`src/rtl/jpeg_byte_streamer.sv`:
```
// jpeg_byte_streamer
// Streams a compressed JPEG file from a synchronous byte memory into the
// decoder's parser input, one byte per clock under parser backpressure.
// A two-entry buffer plus one outstanding read keep the stream running at
// full rate. The read returning in the current cycle is presented directly
// as the stream head when the buffer is empty.
//
// Optional feature macro: JPEG_STREAMER_EOI_STOP_EN
//   defined   -> a transferred FF D9 pair ends the stream early, eoi_seen works
//   undefined -> only the byte count ends the stream, eoi_seen is tied low
//
// Ports
//   clk, rst            : clock (rising edge), asynchronous active-high reset
//   start               : begin streaming (accepted only when idle)
//   base_addr, length   : first address and byte count, latched at start
//                         (length 0 means 2^ADDR_W bytes)
//   mem_en, mem_addr    : memory read strobe and address
//   mem_rdata           : read data, valid the cycle after mem_en
//   byte_out/byte_valid : stream byte to the parser
//   parser_ready        : parser accepts the byte this cycle
//   busy, done          : streaming in progress / one-cycle completion pulse
//   eoi_seen            : stream ended on an EOI marker (sticky until start)
//   byte_count          : bytes transferred since the last start
module jpeg_byte_streamer #(
    parameter int ADDR_W = 16
) (
    input  logic              clk,
    input  logic              rst,
    input  logic              start,
    input  logic [ADDR_W-1:0] base_addr,
    input  logic [ADDR_W:0]   length,
    output logic              mem_en,
    output logic [ADDR_W-1:0] mem_addr,
    input  logic [7:0]        mem_rdata,
    output logic [7:0]        byte_out,
    output logic              byte_valid,
    input  logic              parser_ready,
    output logic              busy,
    output logic              done,
    output logic              eoi_seen,
    output logic [ADDR_W:0]   byte_count
);

    localparam logic [1:0] ST_IDLE   = 2'd0;
    localparam logic [1:0] ST_STREAM = 2'd1;
    localparam logic [1:0] ST_FINISH = 2'd2;

    localparam logic [ADDR_W:0]   LEN_ZERO = {(ADDR_W+1){1'b0}};
    localparam logic [ADDR_W:0]   LEN_ONE  = {{ADDR_W{1'b0}}, 1'b1};
    localparam logic [ADDR_W:0]   LEN_FULL = {1'b1, {ADDR_W{1'b0}}};
    localparam logic [ADDR_W-1:0] ADDR_ONE = {{(ADDR_W-1){1'b0}}, 1'b1};

    logic [1:0]        state_q, state_d;
    logic [ADDR_W-1:0] addr_q, addr_d;
    logic [ADDR_W:0]   len_q, len_d;
    logic [ADDR_W:0]   issued_q, issued_d;
    logic [ADDR_W:0]   count_q, count_d;
    logic [1:0]        fcnt_q, fcnt_d;
    logic [7:0]        fifo0_q, fifo0_d;
    logic [7:0]        fifo1_q, fifo1_d;
    logic              inflight_q, inflight_d;
    logic              busy_q, busy_d;
    logic              done_q, done_d;

    logic              streaming_s;
    logic              valid_s;
    logic [7:0]        head_s;
    logic              xfer_s;
    logic              last_s;
    logic              eoi_s;
    logic              stop_s;
    logic [2:0]        occ_s;
    logic              issue_s;
    logic              pop_s;
    logic              push_s;

`ifdef JPEG_STREAMER_EOI_STOP_EN
    logic              prev_ff_q, prev_ff_d;
    logic              eoi_seen_q, eoi_seen_d;
`endif

    assign streaming_s = (state_q == ST_STREAM);

    // The returning read counts as buffered data so the first byte appears
    // one cycle after its read strobe and full rate needs no extra entry.
    assign valid_s = streaming_s && ((fcnt_q != 2'd0) || inflight_q);
    assign head_s  = (fcnt_q != 2'd0) ? fifo0_q : mem_rdata;
    assign xfer_s  = valid_s && parser_ready;
    assign last_s  = xfer_s && ((count_q + LEN_ONE) == len_q);

`ifdef JPEG_STREAMER_EOI_STOP_EN
    assign eoi_s = xfer_s && prev_ff_q && (head_s == 8'hD9);
`else
    assign eoi_s = 1'b0;
`endif

    assign stop_s = last_s || eoi_s;

    // Occupancy after this cycle's transfer; a valid transfer implies at
    // least one byte is held, so the subtraction cannot underflow.
    assign occ_s   = {1'b0, fcnt_q} + {2'b00, inflight_q} - {2'b00, xfer_s};
    assign issue_s = streaming_s && (issued_q < len_q) && !stop_s && (occ_s < 3'd2);

    // A bypassed return (buffer empty, byte taken at once) is never stored.
    assign pop_s  = xfer_s && (fcnt_q != 2'd0);
    assign push_s = inflight_q && !(xfer_s && (fcnt_q == 2'd0));

    // Buffer and outstanding-read tracking; a stop discards both.
    always_comb begin
        fifo0_d    = fifo0_q;
        fifo1_d    = fifo1_q;
        fcnt_d     = fcnt_q;
        inflight_d = issue_s;
        if (!streaming_s || stop_s) begin
            fcnt_d = 2'd0;
        end else begin
            if (pop_s) begin
                fifo0_d = fifo1_q;
                fcnt_d  = fcnt_q - 2'd1;
            end else begin
                fcnt_d = fcnt_q;
            end
            if (push_s) begin
                if (fcnt_d == 2'd0) begin
                    fifo0_d = mem_rdata;
                end else begin
                    fifo1_d = mem_rdata;
                end
                fcnt_d = fcnt_d + 2'd1;
            end else begin
                fcnt_d = fcnt_d;
            end
        end
    end

    // Control state machine, read address generation and counters.
    always_comb begin
        state_d  = state_q;
        addr_d   = addr_q;
        len_d    = len_q;
        issued_d = issued_q;
        count_d  = count_q;
        busy_d   = busy_q;
        done_d   = 1'b0;
`ifdef JPEG_STREAMER_EOI_STOP_EN
        prev_ff_d  = prev_ff_q;
        eoi_seen_d = eoi_seen_q;
`endif
        case (state_q)
            ST_IDLE: begin
                if (start) begin
                    state_d  = ST_STREAM;
                    addr_d   = base_addr;
                    len_d    = (length == LEN_ZERO) ? LEN_FULL : length;
                    issued_d = LEN_ZERO;
                    count_d  = LEN_ZERO;
                    busy_d   = 1'b1;
`ifdef JPEG_STREAMER_EOI_STOP_EN
                    prev_ff_d  = 1'b0;
                    eoi_seen_d = 1'b0;
`endif
                end else begin
                    state_d = ST_IDLE;
                end
            end
            ST_STREAM: begin
                if (issue_s) begin
                    addr_d   = addr_q + ADDR_ONE;
                    issued_d = issued_q + LEN_ONE;
                end else begin
                    addr_d   = addr_q;
                    issued_d = issued_q;
                end
                if (xfer_s) begin
                    count_d = count_q + LEN_ONE;
`ifdef JPEG_STREAMER_EOI_STOP_EN
                    prev_ff_d = (head_s == 8'hFF);
`endif
                end else begin
                    count_d = count_q;
                end
                if (stop_s) begin
                    state_d = ST_FINISH;
                    busy_d  = 1'b0;
                    done_d  = 1'b1;
`ifdef JPEG_STREAMER_EOI_STOP_EN
                    eoi_seen_d = eoi_s;
`endif
                end else begin
                    state_d = ST_STREAM;
                end
            end
            ST_FINISH: begin
                state_d = ST_IDLE;
            end
            default: begin
                state_d = ST_IDLE;
                busy_d  = 1'b0;
            end
        endcase
    end

    // State registers.
    always_ff @(posedge clk or posedge rst) begin
        if (rst) begin
            state_q    <= ST_IDLE;
            addr_q     <= {ADDR_W{1'b0}};
            len_q      <= LEN_ZERO;
            issued_q   <= LEN_ZERO;
            count_q    <= LEN_ZERO;
            fcnt_q     <= 2'd0;
            fifo0_q    <= 8'h00;
            fifo1_q    <= 8'h00;
            inflight_q <= 1'b0;
            busy_q     <= 1'b0;
            done_q     <= 1'b0;
        end else begin
            state_q    <= state_d;
            addr_q     <= addr_d;
            len_q      <= len_d;
            issued_q   <= issued_d;
            count_q    <= count_d;
            fcnt_q     <= fcnt_d;
            fifo0_q    <= fifo0_d;
            fifo1_q    <= fifo1_d;
            inflight_q <= inflight_d;
            busy_q     <= busy_d;
            done_q     <= done_d;
        end
    end

`ifdef JPEG_STREAMER_EOI_STOP_EN
    // Marker tracking registers.
    always_ff @(posedge clk or posedge rst) begin
        if (rst) begin
            prev_ff_q  <= 1'b0;
            eoi_seen_q <= 1'b0;
        end else begin
            prev_ff_q  <= prev_ff_d;
            eoi_seen_q <= eoi_seen_d;
        end
    end

    assign eoi_seen = eoi_seen_q;
`else
    assign eoi_seen = 1'b0;
`endif

    assign mem_en     = issue_s;
    assign mem_addr   = addr_q;
    assign byte_out   = valid_s ? head_s : 8'h00;
    assign byte_valid = valid_s;
    assign busy       = busy_q;
    assign done       = done_q;
    assign byte_count = count_q;

endmodule

```
`config.mk`:
```
export PLATFORM = sky130hd
export DESIGN_NAME = jpeg_byte_streamer
export DESIGN_NICKNAME = d
export VERILOG_FILES = /design/src/rtl/jpeg_byte_streamer.sv
export SDC_FILE = /design/constraint.sdc
export NUM_CORES = 1
export LEC_CHECK = 0
export ABC_CLOCK_PERIOD_IN_PS = 6100
export BUFFER_PORTS_ARGS = -buffer_cell sky130_fd_sc_hd__buf_4
export CAP_MARGIN = 30
export CORE_ASPECT_RATIO = 2
export CORE_MARGIN = 1
export CORE_UTILIZATION = 58
export CTS_CLUSTER_SIZE = 8
export DETAILED_ROUTE_END_ITERATION = 7
export MAX_ROUTING_LAYER = met4
export PLACE_DENSITY = 0.89
export SYNTH_ARGS = -nofsm -noshare
export SYNTH_HDL_FRONTEND = slang
export SYNTH_SLANG_ARGS = --single-unit
```
`constraint.sdc`:
```
create_clock -name clk -period 6.1 [get_ports clk]
set_clock_uncertainty 0.05 [all_clocks]
set_input_delay 1.22 -clock clk [delete_from_list [all_inputs] [get_ports clk]]
set_output_delay 1.22 -clock clk [all_outputs]
set_load 0.01 [all_outputs]
```
After elaboration in Yosys (flattened, before gate mapping). Index checks and enable logic that the tools add are counted.

Output and inout port bits: 46. Bits in latches: 0. ROM bits: 0. Bits in writable memories: 0. Bits of input ports: 45. Register bits: 90. Word-level logic and storage cells: 81. Memories: 0.

$add $sub $neg: 7. Order comparisons: 2. Shift-type cells: 0. Bitwise operators: 3. Div/mod/pow operators: 0. Reduce and logical (&&, ||, !) cells: 25. Muxes and demuxes: 26. Multipliers: 0. Equality and inequality tests: 7.

Operators with widths (count): $mux W17 (4); $pmux W17 S2 (2); $mux W8 (5); $add A17 B1 Y17 const B (2); $mux W16 (2); $pmux W16 S2 (1); $eq A17 B17 Y1 (1); $logic_not A17 Y1 (1); $lt A17 B17 Y1 (1); $add A16 B1 Y16 const B (1); $reduce_and A3 Y1 (4); $mux W2 (5); $logic_and A1 B1 Y1 (9); $logic_not A2 Y1 (3); $mux W1 (5); $ne A2 B1 Y1 const B (2); $ne A2 B2 Y1 const B (2); $pmux W2 S2 (1); $reduce_bool A2 Y1 (2); $add A2 B1 Y3 (1); $logic_not A1 Y1 (3); $lt A3 B2 Y1 const B (1); $not A1 Y1 (3); $pmux W1 S3 (1); other kinds (7) (8).

Logic depth before layout (Yosys ltp). Gate-level depths: netlist (run 1).

Word-level depth: 10. Mapped depth: 19. Mapped depth without buffers: 16.

Worst setup path after synthesis (run 1). No wires, ideal clock.

Kind: input to output. Start point: input parser_ready. End point: output mem_en. Buffers on the path: 3. Arrival time: 3.835 ns. Cell stages on the path: 15. Required time: 4.830 ns. Setup slack: 0.995 ns. Cells stage by stage: nand3_1 > clkbuf_1 > inv_1 > clkbuf_1 > ha_1 > nor2_1 > fa_1 > nor2_1 > o21ai_0 > a21oi_1 > o211ai_1 > a21oi_1 > nand3_1 > buf_2 > inv_1.

Longest elaborated chain between the ends: 5. Elaborated cells on any way between the ends: 7. Classes of those cells: add/sub (1); order compare (1); reduce/logical (5).

RTL lines: from (decl) (line 37) `input logic parser_ready,`; $logic_and A1 B1 Y1 (*) (line 88) `assign xfer_s = valid_s && parser_ready;`; branches (longest 3 deep; another with $sub A3 B1 Y3); $logic_and A1 B1 Y1 (*) (line 102) `assign issue_s = streaming_s && (issued_q < len_q) && !stop_s && (occ_s < 3'd2);`; to (decl) (line 32) `output logic mem_en,`.

Mark *: on every way between the ends.

Worst setup path in the final report (run 1).
Start point: register count_q[0] (netlist: byte_count[0]). End point: output mem_en.

Longest elaborated chain between the ends: 6.

RTL lines: from (decl) (line 57) `logic [ADDR_W:0] count_q, count_d;`; from (signal assigned) (line 222) `count_q <= count_d;`; $add A17 B1 Y17 (line 89) `assign last_s = xfer_s && ((count_q + LEN_ONE) == len_q);`; $eq A17 B17 Y1 (line 89); $logic_and A1 B1 Y1 (line 89); $logic_not A1 Y1 (line 102); $logic_and A1 B1 Y1 (2 in series) (line 102).

Every way passes these cells.

==> run_results.csv, run 1 <==
group,metric,value,unit
yosys,synth_area,5852,um2
route,drc,0,
route,drtPass1Iterations,6,
placed_design,numPortBuffers,89,
cts,postCtsHoldBufs,0,
setup_path,crit_type,"flop to output port",
yosys,synth-seq-area-share,38.06,%
power,p_sw,0.001466,W
placed_design,dp_hpwl,11680,um
sta,setup_viol,0,
sta,hold_viol,0,
route,totalWireLength,16220,um
route,dr.first_iter.drc_count,577,
grt,grt_max_degree,63,
sta,worst_slew_pin_slew,1.010,ns
die,core_area,9763,um2
yosys,synth_top_area_share,38.06,%
route,avgRoutedWirePerCell,18.25,um
setup_path,reg2regPathDepth,10,
power,seqPwrFrac,31.8,%
yosys,async_flop_share,100.0,%
power,leakagePower,3.033,nW
sta,fin_ws,0.5260,ns
cells_and_area,area_growth,17.73,%
sta,slew_viol_final,0,
cts,clkTransAtPathRegs,0.06,ns
yosys,synth_cell_type_count,63,
cells_and_area,n_antenna_cell,0,
cts,cts_sinks,89,
route,viasPerCell,6.449,
yosys,ys.flop_type,"dfrtp_1",
cts,numCtsBuffers,9,
cells_and_area,final_nets,820,
setup_path,reg2reg_slack,1.50,ns
sta,rsz0062_at_grt,"false",
setup_path,worstReg2RegStart,"byte_count[0]",
route,detail-route-antenna-nets,0,
hold_path,hold_depth,1,
sta,min_period,5.574,ns
cells_and_area,fill_cells,738,
yosys,synthCells,688,
cts,clk_latency,0.35,ns
yosys,synth_top_cell_by_area,"dfrtp_1",
setup_path,arrival,4.30,ns
cts,post_cts_buffers,0,
yosys,yosys-top-cells-area,"dfrtp_1, o21ai_0, ha_1, nand2_1, nor2_1",
sta,tns,0,ns
hold_path,hold-path-endpoint,"fifo0_q[3]",
hold_path,hp-start,"fifo0_q[3]",
power,p_sw_share,43.50,%
setup_path,end_kind,"output port",
hold_path,min_path_type,"flop to flop",
setup_path,required,4.83,ns
power,p_clk_share,17.4,%
grt,grt.total_usage,33.57,%
grt,grt_pass1_vias,5651,
grt,grt_overflow_total,0,
yosys,ys_ff_latch,89,
yosys,synth_nets,756,
cells_and_area,drive_above_1_share,18.36,%
die,io_pins,91,
power,power.density,489.1,nW/um2
setup_path,crit_path_start_kind,"flop",
setup_path,crit_fanout,15,
setup_path,rr_endpoint,"mem_addr[11]",
grt,grt_pass1_wl,26350,um
cells_and_area,seqCellArea,2227,um2
sta,relSlewSlack,32.25,%
die,start_util,59.94,%
cts,clockBufferDepth,2,
placed_design,place_congestion,0.9181,
cts,cts_tree,"done",
cts,cts_resized,0,
power,comb_power_share,50.8,%
outcome,status,"finished, final reports clean",
cts,clockRootBuffer,"clkbuf_16",
die,die_w,73.03,um
grt,antenna_found_initial,0,
power,internal_power,0.001904,W
placed_design,pre_cts_ws,0.8932,ns
die,num_rows,51,
yosys,syn_area_per_cell,8.506,um2
power,ir_drop,0.2845,mV
run,maxCapViolCount,0,
die,fp.dieH,144.1,um
cells_and_area,multi_input_area,3323,um2
sta,fmax,179.4,MHz
sta,min_period_over_period,91.38,%
cts,htreeDepth,3,
yosys,synth_edf_count,0,
route,vias,5733,
sta,holdWs,0.4440,ns
die,dieArea,10520,um2
yosys,ys_warn_count,0,
## cell families (layout without fill, tap and decap cells)
| family | count (synthesis) | after routing | synth area share (%) |
|---|---|---|---|
| xor gates and xnor gates | 23 | 23 | 3.442 |
| buffers and inverters | 78 | 147 | 5.281 |
| muxes | 24 | 24 | 4.362 |
| AOI/OAI and AO/OA | 181 | 181 | 20.74 |
| DFF | 89 | 89 | 38.06 |
| adders and majority gates | 23 | 23 | 5.046 |
| other | 1 | 1 | 0.06408 |
| and+or+nand+nor | 269 | 269 | 23.01 |
## through the flow
stage                     power (W)  cell area (um2)  std cells  utilization (%)
after CTS                  0.003349             6889        889            70.56
after floorplan            0.002191             5852        688                -
after detailed placement   0.002746             6573        873            67.32
final                      0.003369             6889        889            70.56
after global routing       0.003605             6889        889            70.56
after global placement     0.002636             6573        873            67.32
## power groups by stage
stage / clock, W / combinational, W / sequential [W]
2_1_floorplan: 0 / 0.00117 / 0.00102
3_3_place_gp: 0 / 0.00158 / 0.00105
3_5_place_dp: 0 / 0.00168 / 0.00107
4_1_cts: 0.000587 / 0.00170 / 0.00106
5_1_grt: 0.000616 / 0.00189 / 0.00110
6_report: 0.000586 / 0.00171 / 0.00107
## synthesized netlist by cell type (3+ instances only)
master	count
o21ai_0	68
nor3_1	9
nor2_1	61
a21o_1	4
nor2b_1	6
o211ai_1	5
and2_1	7
nand4_1	16
nand2b_1	13
nand3b_1	3
or4_1	6
mux2_2	8
or2_2	8
clkbuf_1	29
a32o_1	9
nor4_1	8
a22oi_1	22
and3_1	11
xnor2_1	17
buf_1	4
nand2_1	63
inv_1	34
a211oi_1	3
ha_1	22
a21oi_1	22
o22ai_1	7
xor2_1	6
buf_2	8
dfrtp_1	89
mux2i_1	15
o31ai_1	5
o2bb2ai_1	15
nand3_1	42
or3_1	6
## worst max-delay path, cell delays in order (launching register included)
cell	delay, ns
dfrtp_1	0.49
ha_1	0.33
nand4_2	0.25
or4_1	0.65
xnor2_1	0.35
nand2_1	0.09
nor4b_1	0.35
or3b_1	0.63
nand3_1	0.52
inv_1	0.12
buf_4	0.17
## cell usage in the layout, fill, tap and decap left out, types with 17 or more instances in the layout
cell type / count
a21oi_1: 22
a22oi_1: 22
buf_4: 97
dfrtp_1: 89
ha_1: 22
inv_1: 33
nand2_1: 63
nand3_1: 42
nor2_1: 61
o21ai_0: 68
xnor2_1: 17
## how the worst max path moves through the flow
stage,start,end
2_1_floorplan,parser_ready,mem_en
3_3_place_gp,parser_ready,mem_en
3_5_place_dp,parser_ready,mem_en
4_1_cts,byte_count[0],mem_en
5_1_grt,byte_count[0],mem_en
6_report,byte_count[0],mem_en
## registers in the layout (all words and copies together), names as in the netlist
| name | count |
|---|---|
| len_q | 17 |
| state_q | 1 |
| done | 1 |
| mem_addr | 16 |
| fifo1_q | 8 |
| issued_q | 17 |
| inflight_q | 1 |
| fcnt_q | 2 |
| byte_count | 17 |
| busy | 1 |
| fifo0_q | 8 |
## metal layers
| metal | share of wire, % | up-vias | global-route usage, % |
|---|---|---|---|
| li1 | - | 2615 | - |
| met1 | 36 | 2736 | 35.67 |
| met2 | 53 | 295 | 57.07 |
| met3 | 5.7 | 87 | 4.878 |
| met4 | 5.8 | 0 | 21.57 |
| met5 | 0 | - | - |
## area by class of cell
cell class / instances / share of cell area, %
clock buffers: 12 / 3.869
inverters: 34 / 1.871
clock inverters: 4 / 0.7265
repair buffers: 97 / 10.57
well taps: 132 / 2.397
flip-flops and latches: 89 / 32.33
multi-input cells: 521 / 48.24
No activity file was read; power rests on OpenSTA's default activity.
==> run 2: changes to the inputs <==
--- a/config.mk
+++ b/config.mk
@@ -5,7 +5,7 @@
 export SDC_FILE = /design/constraint.sdc
 export NUM_CORES = 1
 export LEC_CHECK = 0
-export ABC_CLOCK_PERIOD_IN_PS = 6100
+export ABC_CLOCK_PERIOD_IN_PS = 5800
 export BUFFER_PORTS_ARGS = -buffer_cell sky130_fd_sc_hd__buf_4
 export CAP_MARGIN = 30
 export CORE_ASPECT_RATIO = 2
==> constraint.sdc (replaced) <==
create_clock -name clk -period 5.8 [get_ports clk]
set_clock_uncertainty 0.05 [all_clocks]
set_input_delay 1.16 -clock clk [delete_from_list [all_inputs] [get_ports clk]]
set_output_delay 1.16 -clock clk [all_outputs]
set_load 0.01 [all_outputs]
==> run_results.csv, run 2 (same netlist as run 1, synthesis figures left out) <==
group,metric,value,unit
die,num_rows,51,
hold_path,min_path_type,"flop to flop",
die,start_util,59.94,%
sta,tns,0,ns
setup_path,crit_fanout,20,
run,maxCapViolCount,0,
grt,grt_max_degree,53,
sta,min_period_over_period,92.59,%
power,power.density,523.9,nW/um2
sta,slew_viol_final,0,
sta,min_period,5.370,ns
power,p_sw,0.001563,W
setup_path,required,4.59,ns
cts,cts_resized,0,
setup_path,crit_path_start_kind,"flop",
die,io_pins,91,
outcome,status,"finished, final reports clean",
route,drc,0,
die,die_w,73.03,um
cells_and_area,post-route-util,70.91,%
cts,clockRootBuffer,"clkbuf_16",
cells_and_area,n_antenna_cell,0,
cts,clkTransAtPathRegs,0.06,ns
power,seqPwrFrac,31.3,%
cts,htreeDepth,3,
placed_design,numPortBuffers,89,
cells_and_area,final_nets,821,
placed_design,dp.cells,873,
grt,grt.total_usage,34.40,%
grt,grt_pass1_wl,27110,um
setup_path,timing.critical_path.buf_inv,6,
sta,setup_viol,0,
grt,grt_pass1_vias,5846,
die,dieArea,10520,um2
setup_path,critPathMaxStageDelay,0.46,ns
die,fp.dieH,144.1,um
cells_and_area,layout_common_cells,"buf_4, dfrtp_1, o21ai_0",
route,dr.first_iter.drc_count,434,
route,totalWireLength,16440,um
placed_design,pre_cts_ws,0.6604,ns
route,drtPass1Iterations,5,
grt,antenna_found_initial,0,
power,p_sw_share,43.08,%
placed_design,place_congestion,0.9529,
route,vias,5793,
power,ir_drop,0.3537,mV
cts,numCtsBuffers,9,
power,leakagePower,3.056,nW
cells_and_area,drive_above_1_share,18.47,%
cts,postCtsHoldBufs,0,
die,core_area,9763,um2
placed_design,dp_hpwl,11930,um
power,p_clk_share,18.4,%
setup_path,cp_slowest_cell,"nand3_1",
sta,rsz0062_at_grt,"false",
setup_path,end_kind,"output port",
route,avgRoutedWirePerCell,18.47,um
sta,relSlewSlack,36.74,%
power,internal_power,0.002064,W
setup_path,arrival,4.16,ns
cts,cts_tree,"done",
sta,fmax,186.2,MHz
cts,post_cts_buffers,0,
setup_path,path_cells,"inv_1 -> ha_1 -> buf_4 -> nand2b_1 -> nand3_1 -> inv_1 -> ha_1 -> nor2_1 -> fa_1 -> nor2_1 -> o21ai_0 -> a21oi_1 -> o211ai_1 -> a21oi_1 -> buf_4 -> nand3_1 -> inv_1 -> buf_4",
setup_path,cp_top_family,"buffers and inverters",
cells_and_area,final_common_cell,"buf_4",
grt,grt_overflow_total,0,
cells_and_area,instances_no_fill,890,
route,detail-route-antenna-nets,0,
sta,fin_ws,0.4298,ns
cells_and_area,area_growth,18.30,%
cts,clk_latency,0.34,ns
power,design_power_total,0.003627,W
sta,hold_viol,0,
setup_path,crit_type,"flop to output port",
power,comb_power_share,50.3,%
sta,worst_slew_pin_slew,0.9466,ns
route,viasPerCell,6.509,
cts,clockBufferDepth,2,
cts,cts_sinks,89,
-- run 2: cell count changes in the layout (fill, tap and decap cells not counted), sizes merged --
cell and change:
bufinv +2, clkbuf -3, clkinvlp -2, clkinv +2, inv +1, buf +1
-- run 2: path summary, 6_finish.rpt --
check                      slack [ns]  cells past startpoint  startpoint        endpoint
setup / recovery                 0.43                     18   fcnt_q[1]          mem_en
hold / removal                   0.45                      1  fifo0_q[2]      fifo0_q[2]
setup reg to reg                 1.20                     20   fcnt_q[1]     mem_addr[4]
hold reg to reg                  0.45                      1  fifo0_q[2]      fifo0_q[2]
max in group asynchronous        3.73                      3         rst   byte_count[3]
min in group asynchronous        0.86                      2         rst  byte_count[16]
-- run 2: stage by stage --
step	instance area, um2	hold slack (ns)
floorplan	5852	0.4051
global placement	6573	0.4226
detailed placement	6573	0.4273
CTS	6915	0.4459
global route	6923	0.4660
finish	6923	0.4469
-- run 2: area by class of cell --
class	count	area, um2
multi-input combinational	521	3323
fill	758	2840
sequential	89	2227
timing repair buffer	98	735.7
clock buffer	9	225.2
tap	132	165.2
inverter	34	128.9
clock inverter	7	117.6
-- run 2: per-layer routing --
layer  up-vias  global-route usage [%]  share of wire, %
li1       2620                       -                 -
met1      2766                   35.76                36
met2       304                   58.97                53
met3       103                   4.460               5.4
met4         0                   23.63               6.0
met5         -                       -                 0
-- run 2: power groups by stage --
stage,sequential (W),clock (W),combinational (W)
floorplan,0.00107,0,0.00123
global placement,0.00111,0,0.00166
detailed placement,0.00113,0,0.00177
CTS,0.00112,0.000675,0.00180
global route,0.00116,0.000702,0.00201
finish,0.00113,0.000669,0.00182
==> run 3: changes to the inputs <==
==> config.mk (replaced) <==
export PLATFORM = sky130hd
export DESIGN_NAME = jpeg_byte_streamer
export DESIGN_NICKNAME = d
export VERILOG_FILES = /design/src/rtl/jpeg_byte_streamer.sv
export SDC_FILE = /design/constraint.sdc
export NUM_CORES = 1
export LEC_CHECK = 0
export ABC_AREA = 1
export ABC_CLOCK_PERIOD_IN_PS = 6500
export BUFFER_PORTS_ARGS = -buffer_cell sky130_fd_sc_hd__buf_4
export CAP_MARGIN = 30
export CORE_ASPECT_RATIO = 2
export CORE_MARGIN = 1
export CORE_UTILIZATION = 62
export CTS_CLUSTER_SIZE = 8
export DETAILED_ROUTE_END_ITERATION = 7
export MAX_ROUTING_LAYER = met4
export PLACE_DENSITY = 0.94
export SYNTH_ARGS = -nofsm -noshare
export SYNTH_HDL_FRONTEND = slang
export SYNTH_SLANG_ARGS = --single-unit
==> constraint.sdc (replaced) <==
create_clock -name clk -period 6.5 [get_ports clk]
set_clock_uncertainty 0.05 [all_clocks]
set_input_delay 1.3 -clock clk [delete_from_list [all_inputs] [get_ports clk]]
set_output_delay 1.3 -clock clk [all_outputs]
set_load 0.01 [all_outputs]
==> run_results.csv, run 3 <==
group,metric,value,unit
hold_path,min_path_type,"flop to flop",
sta,holdWs,0.4389,ns
cells_and_area,area_growth,17.69,%
setup_path,required,5.15,ns
yosys,yosys-top-cells-area,"dfrtp_1, nand2_1, nand3_1, o21ai_0, inv_1",
route,viasPerCell,5.837,
grt,grt_pass1_wl,25190,um
placed_design,dp_hpwl,10530,um
setup_path,crit_path_start_kind,"flop",
die,num_rows,49,
setup_path,crit_type,"flop to output port",
cts,htreeDepth,3,
cts,cts_resized,0,
outcome,status,"finished, final reports clean",
cts,clkTransAtPathRegs,0.06,ns
die,die_w,70.30,um
yosys,synth_area,5784,um2
grt,grt_pass1_vias,5663,
cells_and_area,final_common_cell,"nand2_1",
power,design_power_total,0.003061,W
route,dr.first_iter.drc_count,477,
run,maxCapViolCount,0,
placed_design,numPortBuffers,89,
die,io_pins,91,
grt,antenna_found_initial,0,
sta,hold_viol,0,
route,avgRoutedWirePerCell,15.30,um
cts,numCtsBuffers,9,
cells_and_area,n_antenna_cell,0,
placed_design,place_congestion,0.8629,
yosys,ys_warn_count,0,
route,detail-route-antenna-nets,0,
die,start_util,64.18,%
yosys,async_flop_share,100.0,%
sta,min_period_over_period,74.82,%
yosys,synth_common_cells,"nand2_1, dfrtp_1, inv_1",
cts,cts_tree,"done",
sta,min_period,4.863,ns
power,leakagePower,3.480,nW
power,power.density,449.7,nW/um2
yosys,syn_area_per_cell,7.168,um2
cells_and_area,multi_input_area,3093,um2
cells_and_area,seqCellArea,2227,um2
yosys,synth_cell_type_count,40,
route,vias,5784,
grt,grt_overflow_total,0,
cells_and_area,layout_common_cells,"nand2_1, buf_4, dfrtp_1",
yosys,synth_top_area_share,38.50,%
sta,rsz0062_at_grt,"false",
cells_and_area,final_nets,953,
setup_path,crit_fanout,11,
cts,clockBufferDepth,2,
setup_path,arrival,3.51,ns
sta,worst_slew_pin_slew,0.7741,ns
cells_and_area,instances_no_fill,991,
sta,slew_viol_final,0,
sta,fmax,205.6,MHz
cells_and_area,drive_above_1_share,16.20,%
setup_path,end_kind,"output port",
die,fp.dieH,138.6,um
cells_and_area,fill_cells,654,
sta,tns,0,ns
yosys,synthCells,807,
die,dieArea,9744,um2
route,drtPass1Iterations,7,
yosys,ys_ff_latch,89,
cts,post_cts_buffers,0,
cts,cts_sinks,89,
cts,postCtsHoldBufs,0,
power,ir_drop,0.3019,mV
yosys,yosysMostFrequentCell,"nand2_1",
yosys,synth-seq-area-share,38.50,%
cts,clk_latency,0.35,ns
die,core_area,9012,um2
route,totalWireLength,15160,um
yosys,ys.flop_type,"dfrtp_1",
sta,setup_viol,0,
yosys,synth_nets,875,
placed_design,dp.cells,976,
cts,clockRootBuffer,"clkbuf_16",
yosys,synth_top_cell_by_area,"dfrtp_1",
yosys,synth_edf_count,0,
sta,relSlewSlack,48.39,%
grt,grt.total_usage,33.55,%
route,drc,0,
grt,grt_max_degree,48,
[run 3: cell types whose count changed in the layout (fill, tap and decap cells not counted), sizes merged, moves of 11 or more]
cell and delta:
nor2 +16, a22oi -21, nand2b -13, inv +49, and3 -11, o2bb2ai -15, mux2i -15, nand3 +39
nand2 +192, xnor2 -15
[run 3: kinds of logic after synthesis]
family                     synth area share, %
and+or+nand+nor                          32.12
buffers and inverters                    8.068
AOI/OAI and AO/OA                        10.19
DFF                                      38.50
adders and majority gates                5.105
xor gates and xnor gates                 2.834
muxes                                    3.115
other                                  0.06483
[run 3: per-stage QoR]
| step | worst slack (ns) | utilization (%) | area (um2) |
|---|---|---|---|
| 6_report | 1.637 | 75.54 | 6808 |
| 5_1_grt | 1.454 | 75.54 | 6808 |
| 4_1_cts | 1.673 | 75.54 | 6808 |
| 3_5_place_dp | 1.777 | 71.87 | 6477 |
| 3_3_place_gp | 1.841 | 71.87 | 6477 |
| 2_1_floorplan | 1.498 | - | 5784 |
[run 3: final cells by class]
class / instances / share of cell area, %
multi-input cells: 605 / 45.43
flip-flops and latches: 89 / 32.71
repair buffers: 94 / 10.37
inverters: 86 / 4.760
clock buffers: 13 / 3.970
well taps: 102 / 1.875
clock inverters: 2 / 0.8822
[run 3: worst paths after layout]
path	start	end	slack, ns	depth (start not counted)
min reg2reg	fifo1_q[0]	fifo1_q[0]	0.44	2
min in group asynchronous	rst	fifo1_q[6]	1.01	2
max	fcnt_q[1]	mem_en	1.64	15
max in group asynchronous	rst	mem_addr[0]	4.31	3
min	fifo1_q[0]	fifo1_q[0]	0.44	2
max reg2reg	fcnt_q[1]	mem_addr[6]	2.61	17
[run 3: power breakdown]
group	switching, W	total, W	internal [W]
combinational	0.000911	0.00150	0.000590
clock	0.000218	0.000585	0.000367
sequential	0.000216	0.000976	0.000759
total	0.00135	0.00306	0.00172
[run 3: layer usage]
| layer | vias up | track usage [%] | part of all wire (%) |
|---|---|---|---|
| met5 | - | - | 0 |
| met4 | 0 | 22.00 | 6.0 |
| met3 | 71 | 4.288 | 4.5 |
| met2 | 218 | 57.59 | 54 |
| met1 | 2719 | 35.14 | 35 |
| li1 | 2776 | - | - |
[run 3: worst max-delay path, stage by stage (launching register included)]
cell      delay (ns)
dfrtp_1         0.41
inv_1           0.11
ha_1            0.44
nand2_1         0.16
nand3_2         0.11
clkinv_1        0.08
ha_1            0.29
nor2_1          0.13
fa_1            0.42
nor2_1          0.09
nand4_1         0.11
a31o_2          0.23
a21oi_1         0.24
nand3_4         0.11
inv_1           0.11
buf_4           0.13
